**src/rtl/console_mux_pkg.sv**
```systemverilog
// rtl/console_mux_pkg.sv - shared defaults, fifo entry type and width helper for console_mux
package console_mux_pkg;

    localparam int W_DEF     = 8;
    localparam int NCH_DEF   = 2;
    localparam int DEPTH_DEF = 16;

    // Channel index width; a single channel still needs one bit.
    function automatic int chan_width(input int n);
        return (n > 1) ? $clog2(n) : 1;
    endfunction

    localparam int CHW_DEF = chan_width(NCH_DEF);

    typedef struct packed {
        logic [CHW_DEF-1:0] chan;
        logic [W_DEF-1:0]   data;
    } console_entry_t;

endpackage

```
**src/rtl/console_fifo.sv**
```systemverilog
// rtl/console_fifo.sv - output fifo holding {chan, data} entries with occupancy count
module console_fifo #(
    parameter int EW    = 9,
    parameter int DEPTH = 16,
    localparam int AW   = $clog2(DEPTH),
    localparam int LW   = $clog2(DEPTH) + 1
) (
    input  logic          phi,
    input  logic          rst,
    input  logic          push,
    input  logic [EW-1:0] push_data,
    input  logic          pop,
    output logic [EW-1:0] pop_data,
    output logic [LW-1:0] level
);

    logic [EW-1:0] mem [DEPTH];
    logic [AW-1:0] wr_ptr;
    logic [AW-1:0] rd_ptr;
    logic          do_push;
    logic          do_pop;

    // Full and empty are judged on the pre-edge level, so a pop never frees
    // room for a push in the same cycle.
    assign do_push = push && (level != LW'(DEPTH)) && !rst;
    assign do_pop  = pop && (level != '0) && !rst;

    // Storage is not reset; the head reads as zero whenever the fifo is empty.
    assign pop_data = (level != '0) ? mem[rd_ptr] : '0;

    always_ff @(posedge phi) begin
        if (do_push) begin
            mem[wr_ptr] <= push_data;
        end
    end

    always_ff @(posedge phi) begin
        if (rst) begin
            wr_ptr <= '0;
            rd_ptr <= '0;
            level  <= '0;
        end else begin
            if (do_push) begin
                wr_ptr <= wr_ptr + 1'b1;
            end
            if (do_pop) begin
                rd_ptr <= rd_ptr + 1'b1;
            end
            case ({do_push, do_pop})
                2'b10:   level <= level + 1'b1;
                2'b01:   level <= level - 1'b1;
                default: level <= level;
            endcase
        end
    end

endmodule

```
**src/rtl/console_mux.sv**
```systemverilog
// rtl/console_mux.sv - round-robin merge of strobed console channels into one output fifo
module console_mux
    import console_mux_pkg::*;
#(
    parameter int W     = W_DEF,
    parameter int NCH   = NCH_DEF,
    parameter int DEPTH = DEPTH_DEF,
    localparam int CW   = chan_width(NCH),
    localparam int LW   = $clog2(DEPTH) + 1
) (
    input  logic             phi,
    input  logic             rst,
    input  logic [NCH-1:0]   strobe,
    input  logic [NCH*W-1:0] cin,
    output logic             out_valid,
    input  logic             out_ready,
    output logic [W-1:0]     out_data,
    output logic [CW-1:0]    out_chan,
    output logic [NCH-1:0]   overflow,
    output logic [LW-1:0]    level
);

    logic [W-1:0]    hold [NCH];
    logic [NCH-1:0]  pend;
    logic [CW-1:0]   ptr;
    logic [CW-1:0]   cand;
    logic [CW-1:0]   grant_idx;
    logic            grant_valid;
    logic [CW+W-1:0] push_data;
    logic [CW+W-1:0] head;

    // Scan from the farthest candidate back to the pointer so the last hit,
    // i.e. the first pending channel at or after ptr, wins.
    always_comb begin
        grant_valid = 1'b0;
        grant_idx   = '0;
        cand        = '0;
        for (int k = NCH - 1; k >= 0; k--) begin
            cand = CW'((int'(ptr) + k) % NCH);
            if (pend[cand]) begin
                grant_valid = 1'b1;
                grant_idx   = cand;
            end
        end
        if (level == LW'(DEPTH)) begin
            grant_valid = 1'b0;
        end
    end

    assign push_data = {grant_idx, hold[grant_idx]};

    always_ff @(posedge phi) begin
        if (rst) begin
            pend     <= '0;
            ptr      <= '0;
            overflow <= '0;
            for (int i = 0; i < NCH; i++) begin
                hold[i] <= '0;
            end
        end else begin
            for (int i = 0; i < NCH; i++) begin
                if (strobe[i]) begin
                    // A granted channel frees its register this edge, so it can
                    // take the new character without a drop.
                    if (!pend[i] || (grant_valid && grant_idx == CW'(i))) begin
                        hold[i] <= cin[i*W +: W];
                        pend[i] <= 1'b1;
                    end else begin
                        overflow[i] <= 1'b1;
                    end
                end else if (grant_valid && grant_idx == CW'(i)) begin
                    pend[i] <= 1'b0;
                end
            end
            if (grant_valid) begin
                ptr <= (grant_idx == CW'(NCH - 1)) ? '0 : grant_idx + 1'b1;
            end
        end
    end

    console_fifo #(
        .EW    (CW + W),
        .DEPTH (DEPTH)
    ) u_fifo (
        .phi       (phi),
        .rst       (rst),
        .push      (grant_valid),
        .push_data (push_data),
        .pop       (out_valid && out_ready),
        .pop_data  (head),
        .level     (level)
    );

    assign out_valid = (level != '0);
    assign out_chan  = head[CW+W-1:W];
    assign out_data  = head[W-1:0];

endmodule

```
**config.mk**
```make
export PLATFORM = sky130hd
export DESIGN_NAME = console_mux
export DESIGN_NICKNAME = d
export VERILOG_FILES = /design/src/rtl/console_mux_pkg.sv /design/src/rtl/console_fifo.sv /design/src/rtl/console_mux.sv
export SDC_FILE = /design/constraint.sdc
export NUM_CORES = 1
export LEC_CHECK = 0
export BUFFER_PORTS_ARGS = -buffer_cell sky130_fd_sc_hd__clkbuf_2
export CELL_PAD_IN_SITES_DETAIL_PLACEMENT = 1
export CELL_PAD_IN_SITES_GLOBAL_PLACEMENT = 2
export CORE_MARGIN = 2
export CORE_UTILIZATION = 51
export CTS_BUF_LIST = sky130_fd_sc_hd__clkbuf_8
export DETAILED_ROUTE_END_ITERATION = 10
export PLACE_DENSITY = 0.95
export SLEW_MARGIN = 40
export SYNTH_ARGS = -nofsm -noshare
export SYNTH_HDL_FRONTEND = slang
export SYNTH_HIERARCHICAL = 1
export SYNTH_SLANG_ARGS = --single-unit
```
**constraint.sdc**
```tcl
create_clock -name phi -period 6.48 [get_ports phi]
set_input_delay 1.62 -clock phi [delete_from_list [all_inputs] [get_ports phi]]
set_output_delay 1.62 -clock phi [all_outputs]
set_load 0.02 [all_outputs]
```
**Yosys cells after proc, flatten, opt, wreduce, memory -nomap -nowiden**

Memories as Yosys holds them, arrays and structs flattened. A register that Yosys moved wholly into a read port is not among the register bits.
Cells that the tools add are included.

- Memories kept: 2
- RAM bits: 160
- Bits in registers: 18
- Memory bits (read-only): 0
- Word-level logic and storage cells: 83
- Bits in latches: 0
- Output and inout bits: 17
- Input bits: 21

- Multiply operators: 0
- Reductions and logical operators: 20
- Divide/modulo/power cells: 0
- Muxes and demuxes: 34
- Shift-type cells: 0
- Bitwise gates (word level): 5
- Equality and inequality tests: 6
- $lt $le $gt $ge: 2
- Add/subtract/negate cells: 6

Memories:

| name | words | bits a word | rd ports | clocked after memory_dff | write ports | line | source |
|---|---|---|---|---|---|---|---|
| u_fifo.mem | 16 | 9 | 1 | 1 | 1 | console_fifo.sv:17 | `logic [EW-1:0] mem [DEPTH];` |
| hold | 2 | 8 | 1 | 0 | 2 | console_mux.sv:23 | `logic [W-1:0] hold [NCH];` |

Operator list:

| operator | number |
|---|---|
| 2-to-1 mux 1 bit | 28 |
| 2-to-1 mux 8 bit | 2 |
| case mux 5 bit (2 select lines) | 1 |
| 2-to-1 mux 9 bit | 1 |
| adder 4 x 1 -> 4 bit, second input constant | 2 |
| 2-to-1 mux 4 bit | 2 |
| AND reduction 2 bit | 4 |
| logical AND 1 bit | 7 |
| nonzero test 2 bit | 3 |
| adder 5 x 1 -> 5 bit, second input constant | 1 |
| == test 5 bit, second input constant | 1 |
| inequality test 5 bit, second input constant | 1 |
| nonzero test 5 bit | 1 |
| subtractor 5 x 1 -> 5 bit, second input constant | 1 |
| < comparator 1 x 2 -> 1 bit, second input constant | 2 |
| inequality test 2 x 1 -> 1 bit, second input constant | 2 |
| zero test 1 bit | 3 |
| inverter 1 bit | 3 |
| adder 1 bit, second input constant | 2 |
| == test 2 x 1 -> 1 bit, second input constant | 1 |
| == test 2 bit, second input constant | 1 |
| logical OR 1 bit | 2 |
| OR 1 bit | 2 |

**Longest topological paths before layout**

- Depth after elaboration: 13
- Mapped depth: 14
- Gate-level depth less buffers: 12

**Hierarchy**

The synthesis kept the hierarchy.

Modules (own cells, without submodules):

| module | times used | area each (um2) | seq. area each (um2) | cells an instance |
|---|---|---|---|---|
| console_fifo | 1 | 6,486.2 | 4,664.5 | 354 |
| console_mux | 1 | 1,263.7 | 580.6 | 135 |

**Least setup slack after synthesis**

OpenSTA, ideal clock, no wires.

- Kind: input to register
- From: input rst
- To: register u_fifo.level[4]
- Path buffers: 1
- Stages: 10
- Arrival: 3,913 ps
- Setup time: 134 ps
- Setup slack: 2,433 ps
- Data required time: 6,346 ps
- Cell sequence: nand2b_1 a21oi_1 inv_1 ha_1 buf_2 xor2_1 ha_1 a221o_1 and4_1 or4_1

- Longest elaborated chain between the ends: 4
- Elaborated cells between the ends (all ways): 7
- Those cells by class: 2 x eq/ne; 1 x mux; 4 x reduce/logical

Ends and longest elaborated chain:

| element | line | source |
|---|---|---|
| from (decl) | console_mux.sv:12 | `input logic rst,` |
| zero test 1 bit | console_fifo.sv:25, console_fifo.sv:26 |  |
| logical AND 1 bit (on tied branches) | console_fifo.sv:26, console_fifo.sv:25 |  |
| == test 2 x 1 -> 1 bit / == test 2 bit (equally long branches) | console_fifo.sv:49 | `case ({do_push, do_pop})` |
| case mux 5 bit (2 select lines) / nonzero test 2 bit (equally long branches) | n/a |  |
| to (signal assigned) | console_fifo.sv:50 | `2'b10: level <= level + 1'b1;` |
| to (signal assigned) | console_fifo.sv:51 | `2'b01: level <= level - 1'b1;` |
| to (signal assigned) | console_fifo.sv:52 | `default: level <= level;` |
| to (decl) | console_fifo.sv:14 | `output logic [LW-1:0] level` |

Parallel ways exist; a longest one is shown, timed or not.
A chain may end at the register's enable or synchronous reset.

==> results <==
- The final routed DRC violation total is 0.
- The biggest area contributor in the post-synthesis netlist is sky130_fd_sc_hd__edfxtp_1.
- After clock tree synthesis, the setup repair step added 0 buffers.
- The die boundary width is between 100 and 150 um.
- The HPWL after detailed placement is around 11,000 um.
- The arrival time reported for the critical path endpoint is ~2.8 ns.
- The later pin in the worst-skew pair is clocked with a latency of 0.45 ns.
- The clock passes through at most 2 buffers.
- In this run the vertical extent of the chip is about 130 um.
- The sink count of the clock tree is between 150 and 200.
- Setup repair after global routing left no endpoint under its margin.
- The synthesized area is slightly below 8000 sq um.
- The number of gates given a new drive strength after cts is 0.
- The final critical-path share of the clock period is 0.6836.
- The leftover overflow at the end of global routing is 0.
- The clock tree from TritonCTS is built.
- The total nets after synthesis is between 500 and 600.
- The most used flip-flop cell after synthesis is sky130_fd_sc_hd__edfxtp_1.
- Walking the worst path, the cells encountered are buf_4, mux4_2, mux2i_1, o22ai_1, clkbuf_2.
- The number of filler cells placed in the layout is about 1,400.
- The number of H-tree levels is 4.
- The class of the most critical setup path is reg2out.
- After synthesis the netlist holds a flip-flop and latch count of ~180.
- Adding up every negative setup slack in the final design gives 0 ns.
- The total CTS buffers is 17.
- The number of diodes added for antenna fixing is 0.
- The largest individual stage delay along the critical path comes from the cell sky130_fd_sc_hd__dfxtp_2.
- The worst pin sits at a relative slew slack of 0.5473.
- The floorplan die area is about 16,000 sq um.
- Once routing completed, OpenROAD measured the worst setup slack at 2.051 ns.
- After floorplanning, the core was divided into 45 placement rows.
- The share of the Yosys chip area taken by registers is 0.6768.
- The post-layout instance count excluding filler cells is 723.
- The netlist uses 50 different library cells.
- The worst-case clock skew is between 0.01 and 0.015 ns.
- The run finished with clean final reports.
- The number of max-cap violations is 0.
- The multi-input logic area is 2402 sq um.
- The wire length per cell is around 22 um.
- Timing analysis after detailed placement gives a worst setup slack of ~1.9 ns.
- The top-area cell type share of the netlist area is 0.6200.
- Setup violations remaining at the end of the flow were counted as 0.
- Summing all flip-flop and latch instances after layout gives ~5200 sq um.
- For this run, the total global-route usage over all layers was measured as 0.2185.
- The power per cell area is 283.6 nW/um^2.
- The number of buffer cells added on primary ports is 37.
- The final number of hold-violating endpoints is 0.
- In the post-synthesis netlist, the biggest area contributors are sky130_fd_sc_hd__edfxtp_1 62%, sky130_fd_sc_hd__mux4_2 10%, sky130_fd_sc_hd__dfxtp_1 5.7%, sky130_fd_sc_hd__mux2i_1 2.6%, sky130_fd_sc_hd__o21ai_0 2.1%.
- The mean area per synthesized cell is about 16 sq um.
- The worst hold path belongs to the class reg2reg.
- The clock transition time at the flip-flop clock pins of the worst setup and hold paths is roughly 0.09 ns.
- The instance count after placement with tap cells included is about 690.
- The first-pass GRT wire length is 26,270 um.
- The final period demand of the worst path is about 4.4 ns.
- The critical path endpoint category is a primary output.
- The largest single stage delay on the critical path is 0.68 ns.
- The number of antenna violations at the first check in global routing is 0.
- The critical path contains buffers and inverters numbering 2 combined.
- Of all flip-flops after synthesis, the portion carrying an async set or reset was 0.
- Summing internal, switching and leakage power gives ~2.4 mW.
- The leakage power total is between 2 and 3 nW.
- For this block, the initial DRC count from the detailed router was approximately 340.
- Summed over all layers, the routed wires come to ~16,000 um.
- The fraction of final layout cells sized beyond drive strength 1 is 0.2654.
- The congestion estimate from routability-driven global placement came to 0.7624.
- The final worst hold slack is roughly 0.48 ns.
- In this run the remaining antenna-violating nets after routing total 0.
- The area growth from synthesis to final layout is 10.98%.
- The detailed-routing iteration count for the pre-antenna-repair pass is 4.
- The largest vdd supply drop is approximately 0.00011 V.
- The number of pins with negative max-slew slack in the final report is 0.
- The number of vias per cell is between 5 and 6.
- At the pin with the least slew margin, the transition time is slightly below 0.7 ns.
- Along the worst path, the maximum fanout reaches 22.
- The critical path launch point type is a flop.
- The fmax is roughly 0.23 GHz.
- The number of warning messages in the yosys log is 6.
- The required time reported for the critical path endpoint is ~5 ns.
- The number of hold buffers added after cts is 0.
- The kind of cell with the highest combined delay on the critical path is multiplexers.
- The number of enable flip-flop cells after synthesis is 160.
- The number of cells produced by synthesis is slightly below 500.
- For this configuration, the core starts out at a cell density of 0.5155.
- The number of global-route vias before repair came to approximately 4,700.
- The routed layout has between 4,000 and 5,000 vias.
- For this run, the post-layout net count is about 550.
- Entering global routing, the biggest net connects 52 pins.
- The count of pins on the block boundary is 38.
- The root cell of the clock tree is sky130_fd_sc_hd__clkbuf_8.
- The region available for standard cell placement spans 15,030 sq um.
## cell usage in the layout (no fill, tap or decap), types with 2 or more instances in the layout
| cell | instances |
|---|---|
| sky130_fd_sc_hd__o21a_1 | 2 |
| sky130_fd_sc_hd__or4_1 | 4 |
| sky130_fd_sc_hd__o211ai_1 | 3 |
| sky130_fd_sc_hd__a21o_1 | 2 |
| sky130_fd_sc_hd__clkinv_4 | 4 |
| sky130_fd_sc_hd__dfxtp_2 | 2 |
| sky130_fd_sc_hd__o21ai_2 | 4 |
| sky130_fd_sc_hd__xor2_1 | 6 |
| sky130_fd_sc_hd__nand2_1 | 12 |
| sky130_fd_sc_hd__nor3b_1 | 2 |
| sky130_fd_sc_hd__and2_1 | 2 |
| sky130_fd_sc_hd__ha_1 | 8 |
| sky130_fd_sc_hd__mux2_2 | 8 |
| sky130_fd_sc_hd__nor3_4 | 3 |
| sky130_fd_sc_hd__o22ai_1 | 13 |
| sky130_fd_sc_hd__nor3_1 | 3 |
| sky130_fd_sc_hd__o21ai_1 | 18 |
| sky130_fd_sc_hd__mux4_2 | 36 |
| sky130_fd_sc_hd__buf_4 | 5 |
| sky130_fd_sc_hd__bufinv_16 | 4 |
| sky130_fd_sc_hd__o31ai_1 | 2 |
| sky130_fd_sc_hd__o21ai_0 | 32 |
| sky130_fd_sc_hd__inv_6 | 3 |
| sky130_fd_sc_hd__clkbuf_8 | 17 |
| sky130_fd_sc_hd__a21oi_1 | 5 |
| sky130_fd_sc_hd__xnor2_1 | 2 |
| sky130_fd_sc_hd__nor2b_2 | 2 |
| sky130_fd_sc_hd__nand2b_1 | 7 |
| sky130_fd_sc_hd__nor2_1 | 14 |
| sky130_fd_sc_hd__nand3b_1 | 3 |
| sky130_fd_sc_hd__clkbuf_2 | 37 |
| sky130_fd_sc_hd__edfxtp_1 | 160 |
| sky130_fd_sc_hd__nor2b_1 | 18 |
| sky130_fd_sc_hd__o22a_1 | 2 |
| sky130_fd_sc_hd__dfxtp_1 | 20 |
| sky130_fd_sc_hd__mux2i_1 | 20 |
| sky130_fd_sc_hd__inv_1 | 16 |
| sky130_fd_sc_hd__nor2_2 | 12 |
| sky130_fd_sc_hd__clkinv_2 | 2 |
## kinds of logic after synthesis
group / Yosys count / synth area share
DFF: 182 / 0.6768
adders and majority gates: 8 / 0.01292
muxes: 64 / 0.1421
and+or+nand+nor: 93 / 0.06539
xor gates and xnor gates: 8 / 0.009041
buffers and inverters: 43 / 0.02292
AOI/OAI and AO/OA: 91 / 0.07087
## through the flow
step,instance area (sq um),utilization
after floorplan,7750,-
after global placement,8103,0.5390
after detailed placement,8139,0.5414
after CTS,8576,0.5705
after global routing,8601,0.5721
final,8601,0.5721
## final cells by class
| type | count | share of cell area |
|---|---|---|
| Tap cell | 188 | 0.02735 |
| Multi-Input combinational cell | 264 | 0.2793 |
| Sequential cell | 182 | 0.6101 |
| Clock buffer | 17 | 0.02720 |
| Clock inverter | 15 | 0.02357 |
| Inverter | 15 | 0.006546 |
| Timing Repair Buffer | 42 | 0.02589 |
## worst paths after layout
check / startpoint / to / slack (ns) / cells past startpoint
worst max-delay path: flop / out_data[5] / 2.05 / 5
worst min-delay path: overflow[0] / overflow[0] / 0.48 / 2
worst max register to register: u_fifo/level[4] / u_fifo/level[4] / 2.40 / 12
worst min register to register: overflow[0] / overflow[0] / 0.48 / 2
## synthesized netlist by cell type, types with 2 or more instances
master,n
sky130_fd_sc_hd__and2_1,2
sky130_fd_sc_hd__nor3_1,6
sky130_fd_sc_hd__a21o_1,2
sky130_fd_sc_hd__nor4_1,2
sky130_fd_sc_hd__nor3b_1,2
sky130_fd_sc_hd__a21oi_1,5
sky130_fd_sc_hd__dfxtp_1,22
sky130_fd_sc_hd__nor2_1,26
sky130_fd_sc_hd__edfxtp_1,160
sky130_fd_sc_hd__o31ai_1,2
sky130_fd_sc_hd__buf_1,2
sky130_fd_sc_hd__o21a_1,2
sky130_fd_sc_hd__ha_1,8
sky130_fd_sc_hd__o211ai_1,3
sky130_fd_sc_hd__mux4_2,36
sky130_fd_sc_hd__o22a_1,2
sky130_fd_sc_hd__nor2b_1,20
sky130_fd_sc_hd__or4_1,4
sky130_fd_sc_hd__nand3b_1,3
sky130_fd_sc_hd__nand2b_1,7
sky130_fd_sc_hd__xnor2_1,2
sky130_fd_sc_hd__o21ai_1,18
sky130_fd_sc_hd__o21ai_2,4
sky130_fd_sc_hd__inv_1,15
sky130_fd_sc_hd__buf_2,7
sky130_fd_sc_hd__o22ai_1,13
sky130_fd_sc_hd__mux2i_1,20
sky130_fd_sc_hd__clkbuf_1,18
sky130_fd_sc_hd__o21ai_0,32
sky130_fd_sc_hd__mux2_2,8
sky130_fd_sc_hd__nand2_1,12
sky130_fd_sc_hd__xor2_1,6
## metal layers
metal | part of all wire | vias to the layer above | GRT usage
li1 | - | 1980 | -
met1 | 0.43 | 2203 | 0.2825
met2 | 0.52 | 109 | 0.3699
met3 | 0.045 | 15 | 0.05151
met4 | 0.0098 | 0 | 0.06852
met5 | 0 | - | 0
## tightest hold or removal path, cell delays in order, from the launching register on
cell and delay (ns):
sky130_fd_sc_hd__dfxtp_1 0.32, sky130_fd_sc_hd__inv_1 0.05, sky130_fd_sc_hd__o22ai_1 0.07
## state kept, by name, indices dropped and copies added, names as in the netlist, named ones only
name	flops
u_fifo/rd_ptr	4
ptr	1
hold	16
pend	2
u_fifo/level	5
u_fifo/mem	144
overflow	2
u_fifo/wr_ptr	4
## power by group
group / switching [mW] / total (mW) / internal (mW)
Clock: 0.404 / 0.827 / 0.423
Sequential: 0.0211 / 1.36 / 1.34
Combinational: 0.171 / 0.250 / 0.0793
Total: 0.595 / 2.44 / 1.84
No activity file was read; power rests on OpenSTA's default activity.
